==> src/rtl/reg_file_wb_pkg.sv <==
// Shared RISC-V register-file types: register addressing, read-request bundle,
// and the scoreboard counter operation encoding.
package rv_pkg;

    localparam int unsigned XLEN   = 32;
    localparam int unsigned REG_AW = 5;
    localparam logic [REG_AW-1:0] REG_X0 = 5'd0;

    typedef struct packed {
        logic [REG_AW-1:0] addr;
        logic              use_en;
    } rf_rd_t;

    typedef enum logic [1:0] {
        SB_HOLD = 2'd0,
        SB_INC  = 2'd1,
        SB_DEC  = 2'd2
    } sb_op_e;

    // Simultaneous issue and write-back on the same register cancel out.
    function automatic sb_op_e sb_op(input logic inc, input logic dec);
        if (inc && !dec) return SB_INC;
        if (dec && !inc) return SB_DEC;
        return SB_HOLD;
    endfunction

endpackage

==> src/rtl/reg_file_wb_if.sv <==
// Decode/write-back side bus of the register file: write-back, read request,
// issue tracking, read data and stall/error status.
interface reg_file_wb_if #(
    parameter int unsigned XLEN = rv_pkg::XLEN,
    parameter int unsigned AW   = rv_pkg::REG_AW
) ();
    logic            wb_en;
    logic [AW-1:0]   wb_rd;
    logic [XLEN-1:0] wb_data;
    logic            rd_en;
    logic [AW-1:0]   rs1_addr;
    logic [AW-1:0]   rs2_addr;
    logic            rs1_use;
    logic            rs2_use;
    logic            iss_en;
    logic [AW-1:0]   iss_rd;
    logic [XLEN-1:0] rs1_data;
    logic [XLEN-1:0] rs2_data;
    logic            hazard;
    logic            sb_err;

    modport master (
        output wb_en, wb_rd, wb_data, rd_en, rs1_addr, rs2_addr,
               rs1_use, rs2_use, iss_en, iss_rd,
        input  rs1_data, rs2_data, hazard, sb_err
    );

    modport slave (
        input  wb_en, wb_rd, wb_data, rd_en, rs1_addr, rs2_addr,
               rs1_use, rs2_use, iss_en, iss_rd,
        output rs1_data, rs2_data, hazard, sb_err
    );
endinterface

==> src/rtl/reg_file_wb_sb_cell.sv <==
// Saturating pending-writer counter for one architectural register; flags
// increment-at-max and decrement-at-zero for the top-level sticky error.
module sb_cell
    import rv_pkg::*;
#(
    parameter int unsigned PEND_W = 2
) (
    input  logic              clk,
    input  logic              rst,
    input  logic              inc_i,
    input  logic              dec_i,
    output logic [PEND_W-1:0] cnt_o,
    output logic              ovf_o,
    output logic              unf_o
);
    logic [PEND_W-1:0] cnt_q, cnt_d;
    sb_op_e            op;

    always_comb begin
        op    = sb_op(inc_i, dec_i);
        cnt_d = cnt_q;
        ovf_o = 1'b0;
        unf_o = 1'b0;
        case (op)
            SB_INC: if (cnt_q == '1) ovf_o = 1'b1;
                    else             cnt_d = cnt_q + PEND_W'(1);
            SB_DEC: if (cnt_q == '0) unf_o = 1'b1;
                    else             cnt_d = cnt_q - PEND_W'(1);
            default: ;
        endcase
    end

    always_ff @(posedge clk) begin
        if (rst) cnt_q <= '0;
        else     cnt_q <= cnt_d;
    end

    assign cnt_o = cnt_q;
endmodule

==> src/rtl/reg_file_wb.sv <==
// Integer register file with write-first bypass on two registered read ports,
// per-register pending-write scoreboard driving a combinational decode stall.
module reg_file_wb
    import rv_pkg::*;
#(
    parameter int unsigned XLEN   = rv_pkg::XLEN,
    parameter int unsigned NREGS  = 32,
    parameter int unsigned PEND_W = 2
) (
    input  logic           clk,
    input  logic           rst,
    reg_file_wb_if.slave   bus
);
    localparam int unsigned AW = $clog2(NREGS);

    logic [XLEN-1:0]   regs_q  [NREGS];
    logic [XLEN-1:0]   rdata_q [2];
    logic [XLEN-1:0]   rdata_d [2];
    logic [AW-1:0]     raddr   [2];
    logic              bypass  [2];
    logic              pend    [2];
    logic              haz     [2];
    logic [PEND_W-1:0] cnt     [NREGS];
    logic [NREGS-1:0]  ovf, unf;
    logic              sb_err_q;
    rf_rd_t            req     [2];

    assign req[0] = '{addr: REG_AW'(bus.rs1_addr), use_en: bus.rs1_use};
    assign req[1] = '{addr: REG_AW'(bus.rs2_addr), use_en: bus.rs2_use};

    always_ff @(posedge clk) begin
        if (rst) begin
            for (int unsigned i = 0; i < NREGS; i++) regs_q[i] <= '0;
        end else if (bus.wb_en && bus.wb_rd != AW'(REG_X0)) begin
            regs_q[bus.wb_rd] <= bus.wb_data;
        end
    end

    // A final write-back (count 1) landing this cycle is covered by the bypass.
    always_comb begin
        for (int unsigned p = 0; p < 2; p++) begin
            raddr[p]   = req[p].addr[AW-1:0];
            bypass[p]  = bus.wb_en && (bus.wb_rd == raddr[p]);
            rdata_d[p] = rdata_q[p];
            if (bus.rd_en) begin
                if (raddr[p] == AW'(REG_X0)) rdata_d[p] = '0;
                else if (bypass[p])          rdata_d[p] = bus.wb_data;
                else                         rdata_d[p] = regs_q[raddr[p]];
            end
            pend[p] = (cnt[raddr[p]] != '0) &&
                      !((cnt[raddr[p]] == PEND_W'(1)) && bypass[p]);
            haz[p]  = req[p].use_en && (raddr[p] != AW'(REG_X0)) && pend[p];
        end
    end

    always_ff @(posedge clk) begin
        if (rst) begin
            rdata_q[0] <= '0;
            rdata_q[1] <= '0;
            sb_err_q   <= 1'b0;
        end else begin
            rdata_q[0] <= rdata_d[0];
            rdata_q[1] <= rdata_d[1];
            if (|ovf || |unf) sb_err_q <= 1'b1;
        end
    end

    assign cnt[0] = '0;
    assign ovf[0] = 1'b0;
    assign unf[0] = 1'b0;

    for (genvar r = 1; r < NREGS; r++) begin : g_sb
        sb_cell #(.PEND_W(PEND_W)) u_sb (
            .clk   (clk),
            .rst   (rst),
            .inc_i (bus.iss_en && (bus.iss_rd == AW'(r))),
            .dec_i (bus.wb_en && (bus.wb_rd == AW'(r))),
            .cnt_o (cnt[r]),
            .ovf_o (ovf[r]),
            .unf_o (unf[r])
        );
    end

    assign bus.rs1_data = rdata_q[0];
    assign bus.rs2_data = rdata_q[1];
    assign bus.hazard   = haz[0] | haz[1];
    assign bus.sb_err   = sb_err_q;
endmodule

==> src/flat_wrapper.sv <==
// flat-port wrapper written by rule: the top's interface ports become plain ports
module reg_file_wb_flat import rv_pkg::*;
#(
    parameter int unsigned XLEN   = rv_pkg::XLEN,
    parameter int unsigned NREGS  = 32,
    parameter int unsigned PEND_W = 2
)
  (clk, rst, bus_wb_en, bus_wb_rd, bus_wb_data, bus_rd_en, bus_rs1_addr, bus_rs2_addr, bus_rs1_use, bus_rs2_use, bus_iss_en, bus_iss_rd, bus_rs1_data, bus_rs2_data, bus_hazard, bus_sb_err);
  reg_file_wb_if #(.XLEN(XLEN), .AW(5)) bus_i ();
  input  logic clk;
  input  logic rst;
  input wire logic [$bits(bus_i.wb_en)-1:0] bus_wb_en;
  input wire logic [$bits(bus_i.wb_rd)-1:0] bus_wb_rd;
  input wire logic [$bits(bus_i.wb_data)-1:0] bus_wb_data;
  input wire logic [$bits(bus_i.rd_en)-1:0] bus_rd_en;
  input wire logic [$bits(bus_i.rs1_addr)-1:0] bus_rs1_addr;
  input wire logic [$bits(bus_i.rs2_addr)-1:0] bus_rs2_addr;
  input wire logic [$bits(bus_i.rs1_use)-1:0] bus_rs1_use;
  input wire logic [$bits(bus_i.rs2_use)-1:0] bus_rs2_use;
  input wire logic [$bits(bus_i.iss_en)-1:0] bus_iss_en;
  input wire logic [$bits(bus_i.iss_rd)-1:0] bus_iss_rd;
  output wire logic [$bits(bus_i.rs1_data)-1:0] bus_rs1_data;
  output wire logic [$bits(bus_i.rs2_data)-1:0] bus_rs2_data;
  output wire logic [$bits(bus_i.hazard)-1:0] bus_hazard;
  output wire logic [$bits(bus_i.sb_err)-1:0] bus_sb_err;
  assign bus_i.wb_en = bus_wb_en;
  assign bus_i.wb_rd = bus_wb_rd;
  assign bus_i.wb_data = bus_wb_data;
  assign bus_i.rd_en = bus_rd_en;
  assign bus_i.rs1_addr = bus_rs1_addr;
  assign bus_i.rs2_addr = bus_rs2_addr;
  assign bus_i.rs1_use = bus_rs1_use;
  assign bus_i.rs2_use = bus_rs2_use;
  assign bus_i.iss_en = bus_iss_en;
  assign bus_i.iss_rd = bus_iss_rd;
  assign bus_rs1_data = bus_i.rs1_data;
  assign bus_rs2_data = bus_i.rs2_data;
  assign bus_hazard = bus_i.hazard;
  assign bus_sb_err = bus_i.sb_err;
  reg_file_wb #(.XLEN(XLEN), .NREGS(NREGS), .PEND_W(PEND_W)) u_core (.clk(clk), .rst(rst), .bus(bus_i));
endmodule
==> config.mk <==
export PLATFORM = sky130hd
export DESIGN_NAME = reg_file_wb_flat
export DESIGN_NICKNAME = d
export VERILOG_FILES = /design/src/rtl/reg_file_wb_pkg.sv /design/src/rtl/reg_file_wb_if.sv /design/src/rtl/reg_file_wb_sb_cell.sv /design/src/rtl/reg_file_wb.sv /design/src/flat_wrapper.sv
export SDC_FILE = /design/constraint.sdc
export NUM_CORES = 2
export LEC_CHECK = 0
export CAP_MARGIN = 25
export CELL_PAD_IN_SITES_DETAIL_PLACEMENT = 0
export CELL_PAD_IN_SITES_GLOBAL_PLACEMENT = 2
export CORE_MARGIN = 2
export CORE_UTILIZATION = 46
export CTS_CLUSTER_DIAMETER = 80
export CTS_CLUSTER_SIZE = 24
export DETAILED_ROUTE_END_ITERATION = 12
export PLACE_DENSITY = 0.81
export SLEW_MARGIN = 20
export SYNTH_ARGS = -nofsm -noshare
export SYNTH_HDL_FRONTEND = slang
export SYNTH_SLANG_ARGS = --single-unit
export TNS_END_PERCENT = 50
==> constraint.sdc <==
create_clock -name clk -period 3.3 [get_ports clk]
set_input_delay 0.66 -clock clk [delete_from_list [all_inputs] [get_ports clk]]
set_output_delay 0.66 -clock clk [all_outputs]
set_load 0.005 [all_outputs]
# Word-level counts from Yosys, hierarchy flattened
# Memories as Yosys holds them, arrays and structs flattened.
# Cells that the tools add are included.
[word_totals]
ramBits = 1088
output_inout_bits = 66
regBits = 63
n_memories = 2
wordCells = 1084
[op_classes]
reduce_logical = 303
n_eq_ne = 221
n_addsub = 62
order_cmp = 2
bitwise = 5
muxes = 457
[memory_table]
columns = ["name", "words", "word_bits", "read_ports", "rd_ports_with_merged_regs", "write_ports", "line_no", "rtl"]
rows = [
  ["u_core.regs_q", 32, 32, 2, 0, 32, "reg_file_wb.sv:16", "logic [XLEN-1:0] regs_q [NREGS];"],
  ["u_core.rdata_q", 2, 32, 2, 0, 2, "reg_file_wb.sv:17", "logic [XLEN-1:0] rdata_q [2];"],
]
[op_table]
columns = ["operator", "n"]
rows = [
  ["two-way mux 2 bit", 190],
  ["two-way mux 32 bit", 9],
  ["two-way mux 1 bit", 224],
  ["equality test 5 bit (second input constant)", 32],
  ["logical AND 1 bit", 135],
  ["equality test 2 bit (second input constant)", 62],
  ["inequality test 2 bit (second input constant)", 62],
  ["case mux 2 bit (2 select lines)", 31],
  ["AND reduction 3 bit", 31],
  ["equality test 5 x 4 -> 1 bit (second input constant)", 16],
  ["equality test 2 x 1 -> 1 bit (second input constant)", 33],
  ["nonzero test 2 bit", 33],
  ["zero test 1 bit", 64],
  ["adder 2 x 1 -> 2 bit (second input constant)", 31],
  ["zero test 2 bit", 31],
  ["OR reduction 31 bit", 2],
  ["subtractor 2 x 1 -> 2 bit (second input constant)", 31],
  ["equality test 5 x 3 -> 1 bit (second input constant)", 8],
  ["OR reduction 32 bit", 1],
  ["binary-select mux 2 bit (select 5 bit)", 2],
  ["equality test 5 x 2 -> 1 bit (second input constant)", 4],
  ["nonzero test 5 bit", 3],
  ["greater-or-equal comparator 6 bit (second input constant)", 2],
  ["inverter 5 -> 6 bit", 2],
  ["6 further kinds", 11],
]

# Logic depth before layout (Yosys ltp)
[logic_depth]
word_depth = 12
ltp_mapped = 11

# By module
# A second synthesis with hierarchy kept.
[hier_totals]
cells_unflattened = 4382
area_unflattened_um2 = 62431.1
[by_module_without_submodules]
columns = ["mod", "seq_area_each_um2", "instances", "cells_per_inst", "area_each_um2"]
rows = [
  ["reg_file_wb", 32050.7, 1, 3917, 58552.4],
  ["sb_cell", 40.0, 31, 15, 125.1],
]

# Least setup slack after synthesis
# OpenSTA, ideal clock, no wires.
[synth_timing]
path_type = "input port to output port"
start = "input bus_rs1_addr[0]"
end = "output bus_hazard"
t_required_ns = 2.640
slack_ns = 0.286
path_buffers = 5
stages = 9
arrival_time_ns = 2.354
path_cell_list = "buf_4 -> buf_4 -> buf_4 -> buf_4 -> buf_2 -> a31oi_1 -> o21ai_0 -> a21oi_1 -> o41ai_1"
[synth_between]
elab_chain_len = 10
[synth_lines]
columns = ["item", "line_no", "rtl"]
rows = [
  ["start: declaration", "flat_wrapper.sv:16", "input wire logic [$bits(bus_i.rs1_addr)-1:0] bus_rs1_addr;"],
  ["inverter 5 -> 6 bit (implied by the code)", "reg_file_wb.sv:50, reg_file_wb.sv:51", ""],
  ["binary-select mux 2 bit (select 5 bit)", "reg_file_wb.sv:50, reg_file_wb.sv:51", ""],
  ["two-way mux 2 bit (implied by the code) (2 in series)", "reg_file_wb.sv:50, reg_file_wb.sv:51", ""],
  ["equality test 2 x 1 -> 1 bit", "reg_file_wb.sv:51", "!((cnt[raddr[p]] == PEND_W'(1)) && bypass[p]);"],
  ["logical AND 1 bit", "reg_file_wb.sv:51", ""],
  ["zero test 1 bit", "reg_file_wb.sv:51", ""],
  ["logical AND 1 bit", "reg_file_wb.sv:50", "pend[p] = (cnt[raddr[p]] != '0) &&"],
  ["logical AND 1 bit (*)", "reg_file_wb.sv:52", "haz[p] = req[p].use_en && (raddr[p] != AW'(REG_X0)) && pend[p];"],
  ["OR 1 bit (*)", "reg_file_wb.sv:86", "assign bus.hazard = haz[0] | haz[1];"],
  ["end: declaration", "flat_wrapper.sv:24", "output wire logic [$bits(bus_i.hazard)-1:0] bus_hazard;"],
]
# Every way passes the cells marked *; elsewhere a longest branch is shown, timed or not. The select of a mux whose other input is x is not followed.

# Worst setup path after layout
[layout_timing]
start = "register u_core.g_sb[21].u_sb.cnt_q[0]"
end = "output bus_hazard"
[layout_between]
elab_chain_len = 9
[layout_lines]
columns = ["item", "line_no", "rtl"]
rows = [
  ["start: declaration", "reg_file_wb_sb_cell.sv:16", "logic [PEND_W-1:0] cnt_q, cnt_d;"],
  ["start signal: assignment", "reg_file_wb_sb_cell.sv:35", "else cnt_q <= cnt_d;"],
  ["binary-select mux 2 bit (select 5 bit)", "reg_file_wb.sv:50, reg_file_wb.sv:51", ""],
  ["two-way mux 2 bit (implied by the code) (2 in series)", "reg_file_wb.sv:50, reg_file_wb.sv:51", ""],
  ["equality test 2 x 1 -> 1 bit", "reg_file_wb.sv:51", ""],
  ["logical AND 1 bit", "reg_file_wb.sv:51", ""],
  ["zero test 1 bit", "reg_file_wb.sv:51", ""],
  ["logical AND 1 bit", "reg_file_wb.sv:50", ""],
  ["logical AND 1 bit", "reg_file_wb.sv:52", ""],
  ["OR 1 bit (*)", "reg_file_wb.sv:86", ""],
]
# Marks and branches as above.

==> results.md <==
- Routed WL: 229,000 um
- Synth cell types: 78
- Final GP Congestion: 0.947
- Finished Cell Area: 0.0717 mm2
- Vias: 42,600
- WP data arrival: 2.55 ns
- CP required: 2.64 ns
- Lkg Pwr: 25.4 nW
- FF-to-FF End: u_core.rdata_q[0][15]
- Fraction of layout instances using a drive strength above 1: 0.277
- Global-route met2 utilization: 0.533
- Crit-path leading delay family: multiplexers
- Most Used Layer, Global Route: met2
- Die ar.: 0.138 mm2
- Post-Syn Area: 0.0623 mm2
- Finished Layout Cells: 6,596
- Grt ovf: 0
- WHS: 0.441 ns
- DRC viols: 0
- Post-Syn Instances: 4,456
- Vias per inst: 6.46
- FF-to-FF Start: u_core.regs_q[21][15]
- CTS HTree Levels: 3
- Clk buf depth: 3
- CTS root buf: clkbuf_16
- Final net count: 4,812
- Reg2reg setup slack: 1.14 ns
- Most common cell after layout, fill and taps aside: edfxtp_1
- Initial antenna violation count: 20
- # hold bufs at CTS: 0
- Setup ws final: 0.0899 ns
- Async SR Flop Fraction: 0
- Fmax: 0.312 GHz
- Worst min path class: flip-flop to flip-flop
- Largest net degree at the start of global routing: 93
- Startpoint types: flip-flop
- CP cell instances: mux4_2 -> mux2i_2 -> nand3_1 -> a32o_1 -> nand4_1 -> o41ai_4 -> buf_2
- Final slew viol count: 0
- Clock sinks: 1,151
- Port buffer count: 124
- Starting DRT DRC Count: 5,616
- Row count: 135
- Slew margin rel.: 0.273
- Global-route wire length before repair: 320,000 um
- Critical path class: flip-flop to output pin
- Ys Warns: 0
- Fill count: 11,100
- Total track usage: 0.331
- Status: complete, no violations
- Placed wire-length estimate: 149,000 um
- Period minus WS final: 3.21 ns
- CP max stage delay: 0.49 ns
- Number of CTS-inserted buffers: 70
- Number of synthesized flops with an enable pin: 1,024
- Period utilization: 0.973
- Wire length per cell: 34.7 um
- Placeable Area: 0.135 mm2
- Crit. End Element: output pin
- ANT nets after route: 0
- Die Height: 372 um
- CP Depth: 7
- Final TNS setup: 0 ns
- Worst slack, placed: -0.803 ns
- Io pins: 125
- DP Cell Count: 6,451
- Avg Synthesized Cell Area: 14.0 um2
- Worst Setup EP: bus_hazard
- Max_cap viols: 0
- Area after DPL: 0.0690 mm2
- Primary FF master, synth: edfxtp_1
- Worst-Margin Slew: 1.08 ns
- Most frequent cells in the layout: edfxtp_1 (1,024), and2_1 (996), mux4_2 (512)
- Crit. Startpoint: u_core.g_sb[21].u_sb.cnt_o[0]
- Vias in the first global route: 42,000
- Clock transition at path regs: 0.09 ns
- Total power: 32.1 mW
- Setup-failing EPs final: 0
- Worst Path Buf+Inv: 1
- FF-to-FF path depth: 5
- Initial Util: 0.462
- Drt first pass iters: 8
- Grt met1 use: 0.435
- Met3 GRT Util: 0.0604
- CTS tree: done
- Crit-path slowest cell: mux4_2
- Yosys reg bits: 1,151
- Cell Pwr Density: 448 mW/mm2
- Final core occ: 0.531
- Post-synthesis sequential area ratio: 0.534
- VDD IR max: 0.367 mV
- Clock Latency Late Sink: 0.70 ns
- Final Hold Viols: 0
- Chip width: 372 um
- Layout area overhead: 15.0%
- Critical Path Fanout Max: 9
- Max Clock Skew: 0.0502 ns
cell usage after synthesis, types with 5 or more instances:
library cell | number | area, um2
and2_1 | 997 | 6240
dfxtp_1 | 127 | 2540
xor2_1 | 8 | 70.1
nor2b_1 | 15 | 93.8
nor4_1 | 6 | 37.5
or3_1 | 10 | 62.6
o22ai_1 | 10 | 62.6
a22oi_1 | 132 | 991
o21ai_0 | 159 | 796
nand2b_1 | 22 | 138
a211oi_1 | 28 | 210
a221oi_1 | 7 | 61.3
a21oi_1 | 89 | 445
buf_4 | 14 | 105
buf_1 | 20 | 75.1
nand2_1 | 157 | 589
nor3_1 | 24 | 120
and3_1 | 6 | 37.5
mux2_2 | 28 | 315
buf_2 | 115 | 576
nor2_1 | 49 | 184
clkbuf_1 | 307 | 1150
o221ai_1 | 14 | 123
o32ai_1 | 8 | 70.1
o211ai_2 | 5 | 62.6
or2_2 | 35 | 219
and4b_1 | 5 | 50.1
a221o_1 | 12 | 120
o21a_1 | 15 | 113
mux2i_1 | 278 | 2780
edfxtp_1 | 1024 | 30700
inv_1 | 25 | 93.8
nor3b_1 | 6 | 45.0
o2111ai_1 | 5 | 43.8
buf_6 | 6 | 67.6
o211ai_1 | 40 | 300
o221a_2 | 5 | 56.3
nand3_1 | 62 | 310
mux4_2 | 512 | 11500
state kept, by name, summed over array words and instances (netlist names):
name and cells:
u_core.bus.sb_err 1, u_core.g_sb.u_sb.cnt_o 62, u_core.rdata_q 64, u_core.regs_q 1024
how the worst min path moves through the flow:
stage,startpoint,to,cells past startpoint
floorplan,u_core.rdata_q[0][1],u_core.rdata_q[0][1],2
global placement,u_core.rdata_q[0][31],u_core.rdata_q[0][31],2
detailed placement,u_core.rdata_q[0][2],u_core.rdata_q[0][2],2
CTS,u_core.rdata_q[0][2],u_core.rdata_q[0][2],2
global route,u_core.rdata_q[0][2],u_core.rdata_q[0][2],2
finish,u_core.rdata_q[0][29],u_core.rdata_q[0][29],2
layout make-up:
class / instances / area (um2) / share of cell area
Tap cell: 1781 / 2230 / 0.0311
Clock buffer: 96 / 1980 / 0.0276
Antenna cell: 6 / 15.0 / 0.000210
Sequential cell: 1151 / 33400 / 0.465
Timing Repair Buffer: 657 / 6200 / 0.0865
Inverter: 27 / 101 / 0.00141
Multi-Input combinational cell: 2846 / 27300 / 0.382
Clock inverter: 32 / 448 / 0.00625
where the power goes:
part           switching, mW  total, mW  internal [mW]  leakage, nW
Combinational           2.66       4.83           2.17         13.5
Sequential             0.465       17.1           16.6         10.8
Clock                   5.43       10.2           4.79         1.16
Total                   8.55       32.1           23.6         25.4
tightest hold or removal path: stages, from the launching register on:
cell	delay (ns)
dfxtp_1	0.32
nand2_1	0.05
nand2_1	0.04
cells by family after synthesis:
group / after synthesis / share of synthesized area
simple gates: 1426 / 0.136
xor+xnor: 10 / 0.00141
buf+inv: 490 / 0.0334
mux: 818 / 0.235
other cells: 1 / 0.0000602
flops: 1151 / 0.534
compound gates: 560 / 0.0598
layer usage:
layer,routed length [um],share of wire,vias to the layer above
li1,-,-,17600
met1,86200,0.38,22000
met2,108000,0.47,2497
met3,21600,0.094,444
met4,12900,0.057,4
met5,21,0.000092,-
repair_timing:
item                                   CTS  global route
gates resized for setup                 57             4
buffers inserted                         6             3
pin swaps                                5             1
setup endpoints to repair                1             1
endpoints found under the hold margin    0             0
Power figures use the tool's default switching activity.
